**config.mk**
```make
export PLATFORM = sky130hd
export DESIGN_NAME = lpcm_seq_arbiter
export DESIGN_NICKNAME = d
export VERILOG_FILES = /design/src/rtl/lpcm_pkg.sv /design/src/rtl/lpcm_rr_picker.sv /design/src/rtl/lpcm_seq_arbiter.sv
export SDC_FILE = /design/constraint.sdc
export NUM_CORES = 1
export LEC_CHECK = 0
export ABC_AREA = 1
export BUFFER_PORTS_ARGS = -buffer_cell sky130_fd_sc_hd__buf_2
export CAP_MARGIN = 20
export CORE_AREA = 2 2 149 151
export DETAILED_ROUTE_END_ITERATION = 16
export DIE_AREA = 0 0 151 153
export HOLD_SLACK_MARGIN = 0.03
export PLACE_DENSITY = 0.69
export SKIP_CTS_REPAIR_TIMING = 1
export SYNTH_ARGS = -nofsm -noshare
export SYNTH_HDL_FRONTEND = slang
export SYNTH_SLANG_ARGS = --single-unit
```
**constraint.sdc**
```tcl
create_clock -name clk -period 1.8 [get_ports clk]
set_input_delay 0.18 -clock clk [delete_from_list [all_inputs] [get_ports clk]]
set_output_delay 0.18 -clock clk [all_outputs]
set_load 0.005 [all_outputs]
```
**src/rtl/lpcm_pkg.sv**
```systemverilog
// Shared types for the LPCM sequencer arbiter: transaction item and arbiter state.
package lpcm_pkg;

  typedef struct packed {
    logic [3:0]  cmd;
    logic [15:0] addr;
    logic [31:0] data;
  } lpcm_item;

  typedef enum logic [1:0] {
    IDLE,
    ISSUE,
    WAIT_RSP
  } lpcm_arb_state_e;

endpackage

```
**src/rtl/lpcm_rr_picker.sv**
```systemverilog
// Combinational round-robin picker: first requester after `last`, wrapping modulo N_SEQ.
module lpcm_rr_picker #(
  parameter int unsigned N_SEQ = 4
) (
  input  logic [N_SEQ-1:0]         req,
  input  logic [$clog2(N_SEQ)-1:0] last,
  output logic                     valid,
  output logic [$clog2(N_SEQ)-1:0] index
);

  localparam int unsigned IW = $clog2(N_SEQ);

  logic [IW-1:0] cand;

  // Scan candidates last+1, last+2, ... last+N_SEQ and keep the first one requesting.
  always_comb begin
    valid = 1'b0;
    index = '0;
    cand  = '0;
    for (int unsigned k = 1; k <= N_SEQ; k++) begin
      cand = IW'((32'(last) + k) % N_SEQ);
      if (!valid && req[cand]) begin
        valid = 1'b1;
        index = cand;
      end
    end
  end

endmodule

```
**src/rtl/lpcm_seq_arbiter.sv**
```systemverilog
// Arbitrates N_SEQ sequencers onto one driver with a single outstanding item,
// round-robin selection, response routing, timeout and stray-response detection.
module lpcm_seq_arbiter
  import lpcm_pkg::*;
#(
  parameter int unsigned N_SEQ   = 4,
  parameter int unsigned TIMEOUT = 1024
) (
  input  logic             clk,
  input  logic             resetb,
  input  logic [N_SEQ-1:0] seq_req_en,
  input  lpcm_item         seq_req [N_SEQ],
  output logic [N_SEQ-1:0] seq_gnt,
  input  logic [N_SEQ-1:0] seq_done,
  output logic [N_SEQ-1:0] seq_rsp_en,
  output lpcm_item         seq_rsp,
  output logic             drv_req_en,
  output lpcm_item         drv_req,
  input  logic             drv_rsp_en,
  input  lpcm_item         drv_rsp,
  output logic             done,
  output logic             err_timeout,
  output logic             err_stray
);

  localparam int unsigned IW = $clog2(N_SEQ);
  localparam int unsigned CW = $clog2(TIMEOUT + 1);

  lpcm_arb_state_e state;
  logic [IW-1:0]   sel;
  logic [IW-1:0]   last_sel;
  logic [IW-1:0]   pick_idx;
  logic            pick_valid;
  logic [CW-1:0]   cnt;

  lpcm_rr_picker #(
    .N_SEQ(N_SEQ)
  ) u_picker (
    .req  (seq_req_en),
    .last (last_sel),
    .valid(pick_valid),
    .index(pick_idx)
  );

  // Arbiter FSM. Grant/strobe outputs are registered on the transition into the
  // state they belong to, so they are high for exactly the ISSUE cycle or the
  // cycle after the response; drv_req doubles as the captured item register.
  always_ff @(posedge clk or negedge resetb) begin
    if (!resetb) begin
      state       <= IDLE;
      sel         <= '0;
      last_sel    <= IW'(N_SEQ - 1);
      cnt         <= '0;
      seq_gnt     <= '0;
      seq_rsp_en  <= '0;
      seq_rsp     <= '0;
      drv_req_en  <= 1'b0;
      drv_req     <= '0;
      err_timeout <= 1'b0;
      err_stray   <= 1'b0;
    end else begin
      seq_gnt    <= '0;
      seq_rsp_en <= '0;
      drv_req_en <= 1'b0;
      unique case (state)
        IDLE: begin
          if (drv_rsp_en) begin
            err_stray <= 1'b1;
          end
          if (pick_valid) begin
            sel        <= pick_idx;
            drv_req    <= seq_req[pick_idx];
            drv_req_en <= 1'b1;
            seq_gnt    <= N_SEQ'(1) << pick_idx;
            state      <= ISSUE;
          end
        end
        ISSUE: begin
          if (drv_rsp_en) begin
            err_stray <= 1'b1;
          end
          cnt   <= '0;
          state <= WAIT_RSP;
        end
        WAIT_RSP: begin
          if (drv_rsp_en) begin
            seq_rsp    <= drv_rsp;
            seq_rsp_en <= N_SEQ'(1) << sel;
            last_sel   <= sel;
            state      <= IDLE;
          end else if (cnt == CW'(TIMEOUT - 1)) begin
            err_timeout <= 1'b1;
            last_sel    <= sel;
            state       <= IDLE;
          end else begin
            cnt <= cnt + CW'(1);
          end
        end
        default: begin
          state <= IDLE;
        end
      endcase
    end
  end

  // All sequencers finished, nothing pending, nothing in flight; forced low in reset.
  always_comb begin
    done = resetb && (state == IDLE) && (&seq_done) && !(|seq_req_en);
  end

endmodule

```
Word level (Yosys, flattened, before mapping)
Cells that the tools add are included.
{"block": "totals", "reg_bits": 132, "inputBits": 271, "out_inout_bits": 116, "elab_cells": 93}
{"block": "classes", "add_sub_neg": 5, "magnitude_cmp": 5, "n_eq_ne": 7, "shifts": 2, "muxes": 34, "bitwise_logic": 2, "n_reduce_logical": 23}
{"operator": "binary-select mux 52 bit (select 2 bit)", "n": 1}
{"operator": "2-to-1 mux 52 bit", "n": 2}
{"operator": "2-to-1 mux 11 bit", "n": 2}
{"operator": "case mux 11 bit (2 select lines)", "n": 1}
{"operator": "2-to-1 mux 2 bit", "n": 9}
{"operator": "2-to-1 mux 4 bit", "n": 4}
{"operator": "less-than comparator 2 x 3 -> 1 bit (second input constant)", "n": 4}
{"operator": "adder 11 x 1 -> 11 bit (second input constant)", "n": 1}
{"operator": "equality test 11 x 10 -> 1 bit (second input constant)", "n": 1}
{"operator": "2-to-1 mux 1 bit", "n": 10}
{"operator": "AND reduction 2 bit", "n": 5}
{"operator": "binary-select mux 1 bit (select 2 bit)", "n": 4}
{"operator": "left shift 1 x 2 -> 4 bit (first input constant)", "n": 2}
{"operator": "logical AND 1 bit", "n": 6}
{"operator": "!= test 2 bit (second input constant)", "n": 3}
{"operator": "case mux 2 bit (3 select lines)", "n": 1}
{"operator": "AND reduction 3 bit", "n": 2}
{"operator": "adder 2 x 1 -> 2 bit (second input constant)", "n": 2}
{"operator": "adder 2 bit (second input constant)", "n": 2}
{"operator": "logical NOT 1 bit", "n": 4}
{"operator": "AND reduction 4 bit", "n": 1}
{"operator": "nonzero test 2 bit", "n": 2}
{"operator": "OR reduction 4 bit", "n": 1}
{"operator": "greater-or-equal comparator 3 bit (second input constant)", "n": 1}
{"operator": "7 further kinds", "n": 7}

Depth between registers and ports, before layout
Gate-level depths: netlist (run 1).
{"block": "logic_depth", "ltp_word": 17, "ltp_mapped": 17, "ltp_nobuf": 14}

Hierarchy
A second synthesis (run 1) with hierarchy kept.
{"block": "unflattened", "hier_cells": 810, "hier_area_um2": 6951.7}
{"module": "lpcm_seq_arbiter", "instances": 1, "cells_each": 761, "area_each_um2": 6661.4, "seq_area_each_um2": 3305.7}
{"module": "lpcm_rr_picker", "instances": 1, "cells_each": 49, "area_each_um2": 290.3, "seq_area_each_um2": 0.0}

Worst setup path before layout (run 1)
No wires, ideal clock.
{"block": "synth_timing", "kind": "reg2reg", "from": "reg last_sel[0]", "to": "reg drv_req[26] (netlist name)", "setup_ps": 117, "arrival_time_ps": 1783, "t_required_ps": 1683, "slack_ps": -101, "path_stages_with_launch": 17, "path_buffers": 3, "synth_period_minus_slack_ps": 1901, "cell_sequence": "dfstp_2 buf_6 inv_4 nand2_1 nand2_1 nand2_1 nand2_1 inv_2 nand2_1 nand2_2 buf_4 buf_2 nand4_1 nand3_1 nand2_1 nand2_1 nand2_1"}
{"block": "synth_between", "elab_chain_cells": 17, "elab_cells_between_ends": 31, "cone_classes": "add/sub: 4; mux: 19; bitwise: 1; reduce/logical: 7"}
{"item": "start, declared", "line": "lpcm_seq_arbiter.sv:31", "text": "logic [IW-1:0] last_sel;"}
{"item": "start signal, assigned", "line": "lpcm_seq_arbiter.sv:52", "text": "last_sel <= IW'(N_SEQ - 1);"}
{"item": "start signal, assigned", "line": "lpcm_seq_arbiter.sv:89", "text": "last_sel <= sel;"}
{"item": "start signal, assigned", "line": "lpcm_seq_arbiter.sv:93", "text": "last_sel <= sel;"}
{"item": "adder 2 x 1 -> 2 bit", "line": "lpcm_rr_picker.sv:21", "text": "cand = IW'((32'(last) + k) % N_SEQ);"}
{"item": "binary-select mux 1 bit (select 2 bit)", "line": "lpcm_rr_picker.sv:22", "text": "if (!valid && req[cand]) begin"}
{"item": "2-to-1 mux 1 bit (not written as such)", "line": "lpcm_rr_picker.sv:22"}
{"item": "2-to-1 mux 1 bit", "line": "lpcm_rr_picker.sv:22"}
{"item": "logical NOT 1 bit", "line": "lpcm_rr_picker.sv:22"}
{"item": "logical AND 1 bit", "line": "lpcm_rr_picker.sv:22"}
{"item": "2-to-1 mux 1 bit", "line": "lpcm_rr_picker.sv:22"}
{"item": "logical NOT 1 bit", "line": "lpcm_rr_picker.sv:22"}
{"item": "logical AND 1 bit", "line": "lpcm_rr_picker.sv:22"}
{"item": "2-to-1 mux 1 bit", "line": "lpcm_rr_picker.sv:22"}
{"item": "logical NOT 1 bit", "line": "lpcm_rr_picker.sv:22"}
{"item": "logical AND 1 bit", "line": "lpcm_rr_picker.sv:22"}
{"item": "2-to-1 mux 2 bit", "line": "lpcm_rr_picker.sv:22"}
{"item": "NOT 2 -> 3 bit (not written as such)", "line": "lpcm_seq_arbiter.sv:72", "text": "drv_req <= seq_req[pick_idx];"}
{"item": "binary-select mux 52 bit (select 2 bit)", "line": "lpcm_seq_arbiter.sv:72"}
{"item": "2-to-1 mux 52 bit (not written as such) (2 in series)", "line": "lpcm_seq_arbiter.sv:72"}
{"item": "end signal, assigned", "line": "lpcm_seq_arbiter.sv:72"}
{"item": "end, declared", "line": "lpcm_seq_arbiter.sv:18", "text": "output lpcm_item drv_req,"}
Parallel ways exist; a longest one is shown, timed or not. The select of a mux whose other input is x is not followed.
A chain may end at the register's enable or synchronous reset.

Worst setup path after layout (run 1)
{"block": "layout_timing", "from": "reg last_sel[0]", "to": "reg drv_req[24] (netlist name)"}
The elaborated chain is that of the path after synthesis.

==> impl_metrics.tcl, run 1 <==
set metrics [dict create \
    yosysSeqAreaShare_pct 43.3 \
    ant_nets 0 \
    min_period_ns 2.17 \
    yosys_warnings 0 \
    dp.cells 1678 \
    port_buffers 386 \
    antenna_found_initial 0 \
    rsz0062_at_grt "yes" \
    hold_violations 0 \
    synth-main-ff-cell "dfrtp_1" \
    clock_latency_ns 0.42 \
    setup_tns_ns -17.43 \
    critPathMaxFanout 9 \
    cts.sinks 132 \
    final_layout_size_suffix_gt1_share_pct 42.2 \
    die_w_um 151 \
    crit_type "register to register" \
    via_per_inst 4.90 \
    fillCellCount 1945 \
    ctsLongestPathBuffers 2 \
    cp-end-kind "register" \
    violations "setup timing" \
    grt_max_degree 100 \
    p_per_area_mw_per_mm2 2040 \
    area_growth_pct 60.0 \
    std_cell_rows 54 \
    numCtsBuffers 17 \
    syn_area_mm2 0.00763 \
    drt_iter0_drc 397 \
    final_cells 1794 \
    cp.arrival_ns 2.47 \
    grt_use_total_pct 22.5 \
    outcome "complete, but fails checks" \
    core_mm2 0.0215 \
    ir_drop_mv 1.14 \
    synth-async-reset-ratio_pct 100 \
    cts_tree "built" \
    ys_ff_latch 132 \
    grt_overflow 0 \
    dieArea_mm2 0.0231 \
    startpoint_type "register" \
    cap_violations 0 \
    crit_required_ns 2.10 \
    h-tree-depth 4 \
    die_h_um 153 \
    vias 8783 \
    hp-class "primary input to register" \
    drc 0 \
    tightest_slew_ns 0.573 \
    io_pins 387 \
    cts-root-buf "clkbuf_16" \
    start_util_pct 35.5 \
    synth_cell_type_count 33 \
    synth_cells 1027 \
    wl_per_cell_um 17.0 \
    routed_wl_um 30500 \
    power_mw 24.9 \
    final.setup.worst_slack_ns -0.370 \
    final-max-slew-violation-count 0 \
    place.gp.congestion 0.862 \
    finalClockSkew_ns 0.0105 \
    syn_nets 1299 \
    maxSlewHeadroom_pct 61.8 \
    first_pass_iters 5 \
    final_area_mm2 0.0122 \
    avgSynthCellArea_um2 7.43 \
    placed_cell_area_mm2 0.0101 \
    final_nets 1772 \
    grt_pass1_wl_um 40500 \
    grt_pass1_vias 7858 \
    clk_pin_slew_ns 0.07 \
    finalSetupViolations 58 \
    p_leak_nw 6.90 \
    final_core_util_pct 56.8 \
    max_freq_mhz 461 \
    finalCritPeriodShare_pct 121 \
    place.detailed.hpwl_um 20100 \
    synth_edf_count 0 \
]
## cell type report
class,count,area [µm²],share of cell area [%]
Tap cell,280,350,2.87
Antenna cell,1,2.50,0.0205
Sequential cell,132,3310,27.1
Clock buffer,17,425,3.48
Inverter,190,718,5.88
Multi-Input combinational cell,645,3670,30.1
Clock inverter,15,205,1.68
Timing Repair Buffer,514,3530,28.9
## flip-flops by register name, summed over array words and instances (netlist names)
name	count
seq_rsp_en	4
seq_rsp	52
state	2
drv_req	52
seq_gnt	4
last_sel	2
err_timeout	1
err_stray	1
sel	2
cnt	11
drv_req_en	1
## critical path, cell delays in order, from the launching register on
cell and delay, ns:
dfstp_2 0.62, inv_4 0.09, nand2_2 0.09, nand2_4 0.07
nand2_2 0.09, nand2_4 0.07, nand2_4 0.09, nand2_4 0.07
nand2_8 0.07, nand3_4 0.09, buf_12 0.18, buf_12 0.14
or2_1 0.21, nand3_1 0.09, nand3_1 0.08
## kinds of logic after synthesis
| logic type | Yosys count | share of synthesized area [%] |
|---|---|---|
| flops | 132 | 43.3 |
| compound gates | 43 | 3.03 |
| fa+ha+maj | 1 | 0.164 |
| simple gates | 543 | 31.9 |
| xor+xnor | 5 | 0.574 |
| buf+inv | 251 | 13.4 |
| mux | 52 | 7.67 |
## power by group
| part | switching [mW] | total, mW | internal [mW] |
|---|---|---|---|
| clock network | 1.58 | 3.72 | 2.14 |
| registers | 0.754 | 5.12 | 4.36 |
| logic | 8.59 | 16.1 | 7.47 |
| total | 10.9 | 24.9 | 14.0 |
## worst paths after layout
| check | depth (start not counted) | slack [ns] | endpoint | startpoint |
|---|---|---|---|---|
| max in group asynchronous | 3 | 0.91 | drv_req[12]$_DFFE_PN0P_ | resetb |
| hold reg to reg | 2 | 0.47 | drv_req[25]$_DFFE_PN0P_ | drv_req[25]$_DFFE_PN0P_ |
| min in group asynchronous | 3 | 0.44 | drv_req[36]$_DFFE_PN0P_ | resetb |
| setup reg to reg | 14 | -0.37 | drv_req[24]$_DFFE_PN0P_ | last_sel[0]$_DFFE_PN1P_ |
| setup / recovery | 14 | -0.37 | drv_req[24]$_DFFE_PN0P_ | last_sel[0]$_DFFE_PN1P_ |
| hold / removal | 5 | 0.08 | drv_req[8]$_DFFE_PN0P_ | seq_req[164] |
## layer usage
layer  vias up  GRT usage [%]  wire [µm]
met1      4067           25.7      11500
met4         0           7.65       1010
met3        77           5.76       2290
met2       446           40.5      15700
met5         -              0          0
li1       4193              -          -
## cells in the mapped netlist, types with 2 or more instances
cell,number,share of area (%)
nand2_1,315,15
inv_1,185,9.1
dfrtp_1,130,43
nand3_1,116,7.6
nand4_1,63,5.2
mux2_2,52,7.7
clkbuf_1,26,1.3
buf_2,25,1.6
or2_1,22,1.8
o21ai_1,21,1.4
nor2_1,14,0.69
o21ai_0,11,0.72
nor3_1,8,0.52
buf_6,5,0.74
o22ai_1,5,0.41
buf_1,3,0.15
inv_2,3,0.15
xor2_1,3,0.34
a31oi_1,2,0.16
buf_4,2,0.20
dfstp_2,2,0.69
o31ai_1,2,0.20
xnor2_1,2,0.23
## through the flow
stage,setup WS [ns],hold WS [ns]
6_report,-0.370,0.0757
2_1_floorplan,-0.0876,-0.116
4_1_cts,-0.399,-0.153
3_5_place_dp,-0.391,0.302
3_3_place_gp,-0.335,0.305
5_1_grt,-0.467,0.0779
## layout by cell type, fill, tap and decap left out, drive strengths merged
| cell | n |
|---|---|
| dlygate4sd3 | 54 |
| nand2 | 316 |
| diode | 1 |
| clkinv | 4 |
| o22ai | 5 |
| buf | 447 |
| nor2 | 15 |
| o31ai | 2 |
| xor2 | 3 |
| ha | 1 |
| o21bai | 1 |
| xnor2 | 2 |
| a21oi | 1 |
| nor3 | 8 |
| clkinvlp | 1 |
| dfrtp | 130 |
| nand3 | 119 |
| dfstp | 2 |
| or2 | 23 |
| a31oi | 2 |
| mux2 | 52 |
| o21ai | 32 |
| bufinv | 2 |
| clkbuf | 30 |
| nand4 | 63 |
| inv | 198 |
No activity file was read; power rests on OpenSTA's default activity.
==> run 2: changes to the inputs <==
--- a/config.mk
+++ b/config.mk
@@ -5,14 +5,13 @@
 export SDC_FILE = /design/constraint.sdc
 export NUM_CORES = 1
 export LEC_CHECK = 0
-export ABC_AREA = 1
 export BUFFER_PORTS_ARGS = -buffer_cell sky130_fd_sc_hd__buf_2
 export CAP_MARGIN = 20
-export CORE_AREA = 2 2 149 151
+export CORE_AREA = 2 2 150 152
 export DETAILED_ROUTE_END_ITERATION = 16
-export DIE_AREA = 0 0 151 153
+export DIE_AREA = 0 0 152 154
 export HOLD_SLACK_MARGIN = 0.03
-export PLACE_DENSITY = 0.69
+export PLACE_DENSITY = 0.63
 export SKIP_CTS_REPAIR_TIMING = 1
 export SYNTH_ARGS = -nofsm -noshare
 export SYNTH_HDL_FRONTEND = slang
==> constraint.sdc (replaced) <==
create_clock -name clk -period 1.8 [get_ports clk]
set_input_delay 0.18 -clock clk [delete_from_list [all_inputs] [get_ports clk]]
set_output_delay 0.18 -clock clk [all_outputs]
set_load 0.01 [all_outputs]
==> run 2 against run 1 <==
Net effect: the flow still finishes with violations (setup timing); synthesized area down 16%; non-clock buffer count down 19; fmax up 8.0%; die area up 1.3%; sequential share of layout area up 4.0 points; setup slack better by 0.16 ns; cell count down 21%; synthesized cell count down 37%; via count down 23%.
==> impl_metrics.tcl, run 2 <==
set metrics [dict create \
    outcome "complete, but fails checks" \
    violations "setup timing" \
    drc 0 \
    std_cell_rows 54 \
    synth_cells 645 \
    synth_compound_area_share_pct 10.3 \
    place.gp.congestion 0.838 \
    internal_power_mw 10.4 \
    synth.area.mux_share_pct 16.7 \
    place.detailed.hpwl_um 17700 \
    die_h_um 154 \
    cts.sinks 132 \
    grt_overflow 0 \
    io_pins 387 \
    clock_latency_ns 0.42 \
    numCtsBuffers 17 \
    avgSynthCellArea_um2 9.98 \
    wl_per_cell_um 17.7 \
    finalClockSkew_ns 0.0102 \
    area_growth_pct 65.3 \
    cpPeakStageDelay_ns 0.59 \
    ys_ff_latch 132 \
    drt_iter0_drc 487 \
    gr-usage-met2_pct 32.4 \
    dieArea_mm2 0.0234 \
    largestRegisters "drv_req x52, seq_rsp x52, cnt x11" \
    crit_required_ns 2.09 \
    syn_nets 917 \
    grt_max_degree 83 \
    synth_xor_xnor_area_share_pct 0.272 \
    cp_cell_sequence "nand2b_4 > a21oi_4 > o221ai_4 > buf_12 > clkbuf_16 > buf_4 > mux2i_2 > o221ai_1" \
    yosysSeqAreaShare_pct 51.4 \
    cp.arrival_ns 2.30 \
    ir_drop_mv 0.843 \
    min_period_ns 2.01 \
    final_core_util_pct 49.0 \
    busiest_layer "met2" \
    grt_pass1_wl_um 35600 \
    p_per_area_mw_per_mm2 1570 \
    use_met3_pct 4.71 \
    first_pass_iters 5 \
    final.setup.worst_slack_ns -0.209 \
    critPathMaxFanout 6 \
    synthSimpleGateAreaFrac_pct 17.2 \
    clkPwrFrac_pct 23.3 \
    antenna_found_initial 5 \
    yosysTopAreaCell "dfrtp_1" \
    final-max-slew-violation-count 0 \
    finalSetupViolations 54 \
    cts-root-buf "clkbuf_16" \
    core_mm2 0.0217 \
    synth-async-reset-ratio_pct 100 \
    whs_ns 0.0557 \
    final_cells 1414 \
    max_freq_mhz 498 \
    dp.cells 1315 \
    ctsLongestPathBuffers 2 \
    hp-class "primary input to register" \
    cpMaxStageDelayCell "dfstp_2" \
    p_leak_nw 5.75 \
    synth-main-ff-cell "dfrtp_1" \
    cp-end-kind "register" \
    yosysMostFrequentCell "nand2_1" \
    ant_nets 0 \
    port_buffers 386 \
    maxSlewHeadroom_pct 57.0 \
    finalCritPeriodShare_pct 112 \
    synth_top_family_by_area "simple AND/OR/NAND/NOR gates" \
    h-tree-depth 4 \
    mostFrequentLayoutCells "buf_2 (385), nand2_1 (230), dfrtp_1 (130)" \
    rsz0062_at_grt "yes" \
    tightest_slew_ns 0.646 \
    synthAdderAreaFrac_pct 0.194 \
    start_util_pct 29.7 \
    synth_edf_count 0 \
    cts_tree "built" \
    p_sw_share_pct 38.0 \
    startpoint_type "register" \
    final_nets 1391 \
    cap_violations 0 \
    clk_pin_slew_ns 0.07 \
    final_common_cell "buf_2" \
    p_sw_mw 6.35 \
    grt_pass1_vias 6471 \
    crit_type "register to register" \
    use_met1_pct 23.9 \
    via_per_inst 4.80 \
    seqPwrFrac_pct 30.0 \
    hold_violations 0 \
    die_w_um 152 \
    grt_use_total_pct 19.2 \
    synth_area_leaders "dfrtp_1 (51%), mux2i_1 (16%), nand2_1 (14%), o221ai_1 (7.1%), buf_2 (1.1%)" \
    vias 6792 \
    synth.top_cell.area_share_pct 50.6 \
    routed_wl_um 25000 \
    synth_cell_type_count 42 \
    synth.top_cells.by_count "nand2_1 (233), dfrtp_1 (130), mux2i_1 (106)" \
    final_layout_size_suffix_gt1_share_pct 45.5 \
    yosys_warnings 0 \
    pwr-share-comb_pct 46.8 \
    syn_area_mm2 0.00643 \
]
[run 2: area by class of cell]
class                      count  area, µm²
tap                          280        350
multi-input combinational    466       3070
antenna                        2       5.00
fill                        2004      11100
clock buffer                  18        439
inverter                       7       26.3
sequential                   132       3310
timing repair buffer         495       3230
clock inverter                14        214
[run 2: cells by family (layout without fill, tap and decap cells)]
family                     count (synthesis)  after routing
and+or+nand+nor                          277            277
DFF                                      132            132
muxes                                    107            107
AOI/OAI and AO/OA                         79             79
buffers and inverters                     47            534
xor gates and xnor gates                   2              2
adders and majority gates                  1              1
other                                      0              2
[run 2: path summary, 6_finish.rpt]
| kind | startpoint | endpoint | slack (ns) | depth (start not counted) |
|---|---|---|---|---|
| setup / recovery | last_sel[1]$_DFFE_PN1P_ | drv_req[27]$_DFFE_PN0P_ | -0.21 | 8 |
| hold / removal | drv_rsp_en | err_stray$_DFFE_PN0P_ | 0.06 | 2 |
| setup reg to reg | last_sel[1]$_DFFE_PN1P_ | drv_req[27]$_DFFE_PN0P_ | -0.21 | 8 |
| hold reg to reg | err_timeout$_DFFE_PN0P_ | err_timeout$_DFFE_PN0P_ | 0.46 | 1 |
| max in group asynchronous | resetb | drv_req[47]$_DFFE_PN0P_ | 0.80 | 3 |
| min in group asynchronous | resetb | drv_req[13]$_DFFE_PN0P_ | 0.15 | 2 |
[run 2: critical path, delay by kind of cell, from the launching register on]
family	cells	cell delay (ns)
multiplexers	1	0.24
AND/OR/NAND/NOR	1	0.15
AO/OA/AOI/OAI	3	0.41
flip-flops	1	0.59
buffers and inverters	3	0.49
[run 2: power by group through the flow]
stage | Combinational (mW) | Sequential (mW) | Clock (mW)
global route | 8.48 | 5.16 | 4.09
detailed placement | 6.86 | 5.01 | 0
CTS | 6.86 | 4.99 | 3.97
floorplan | 3.33 | 5.52 | 0
finish | 7.82 | 5.01 | 3.89
global placement | 6.77 | 5.00 | 0
[run 2: layer usage]
layer / share of wire (%) / vias up
met1: 41 / 3230
met4: 2.4 / 6
met3: 5.8 / 49
met2: 51 / 281
li1: - / 3226
met5: 0.14 / -
[run 2: metrics by stage]
step / area (µm²) / setup WS [ns] / TNS (ns) / power, mW
4_1_cts: 9600 / -0.121 / -3.67 / 15.8
6_report: 10600 / -0.209 / -8.04 / 16.7
5_1_grt: 10600 / -0.282 / -12.54 / 17.7
3_3_place_gp: 8950 / -0.0708 / -1.78 / 11.8
2_1_floorplan: 6430 / 0.0340 / 0 / 8.85
3_5_place_dp: 8950 / -0.132 / -3.46 / 11.9
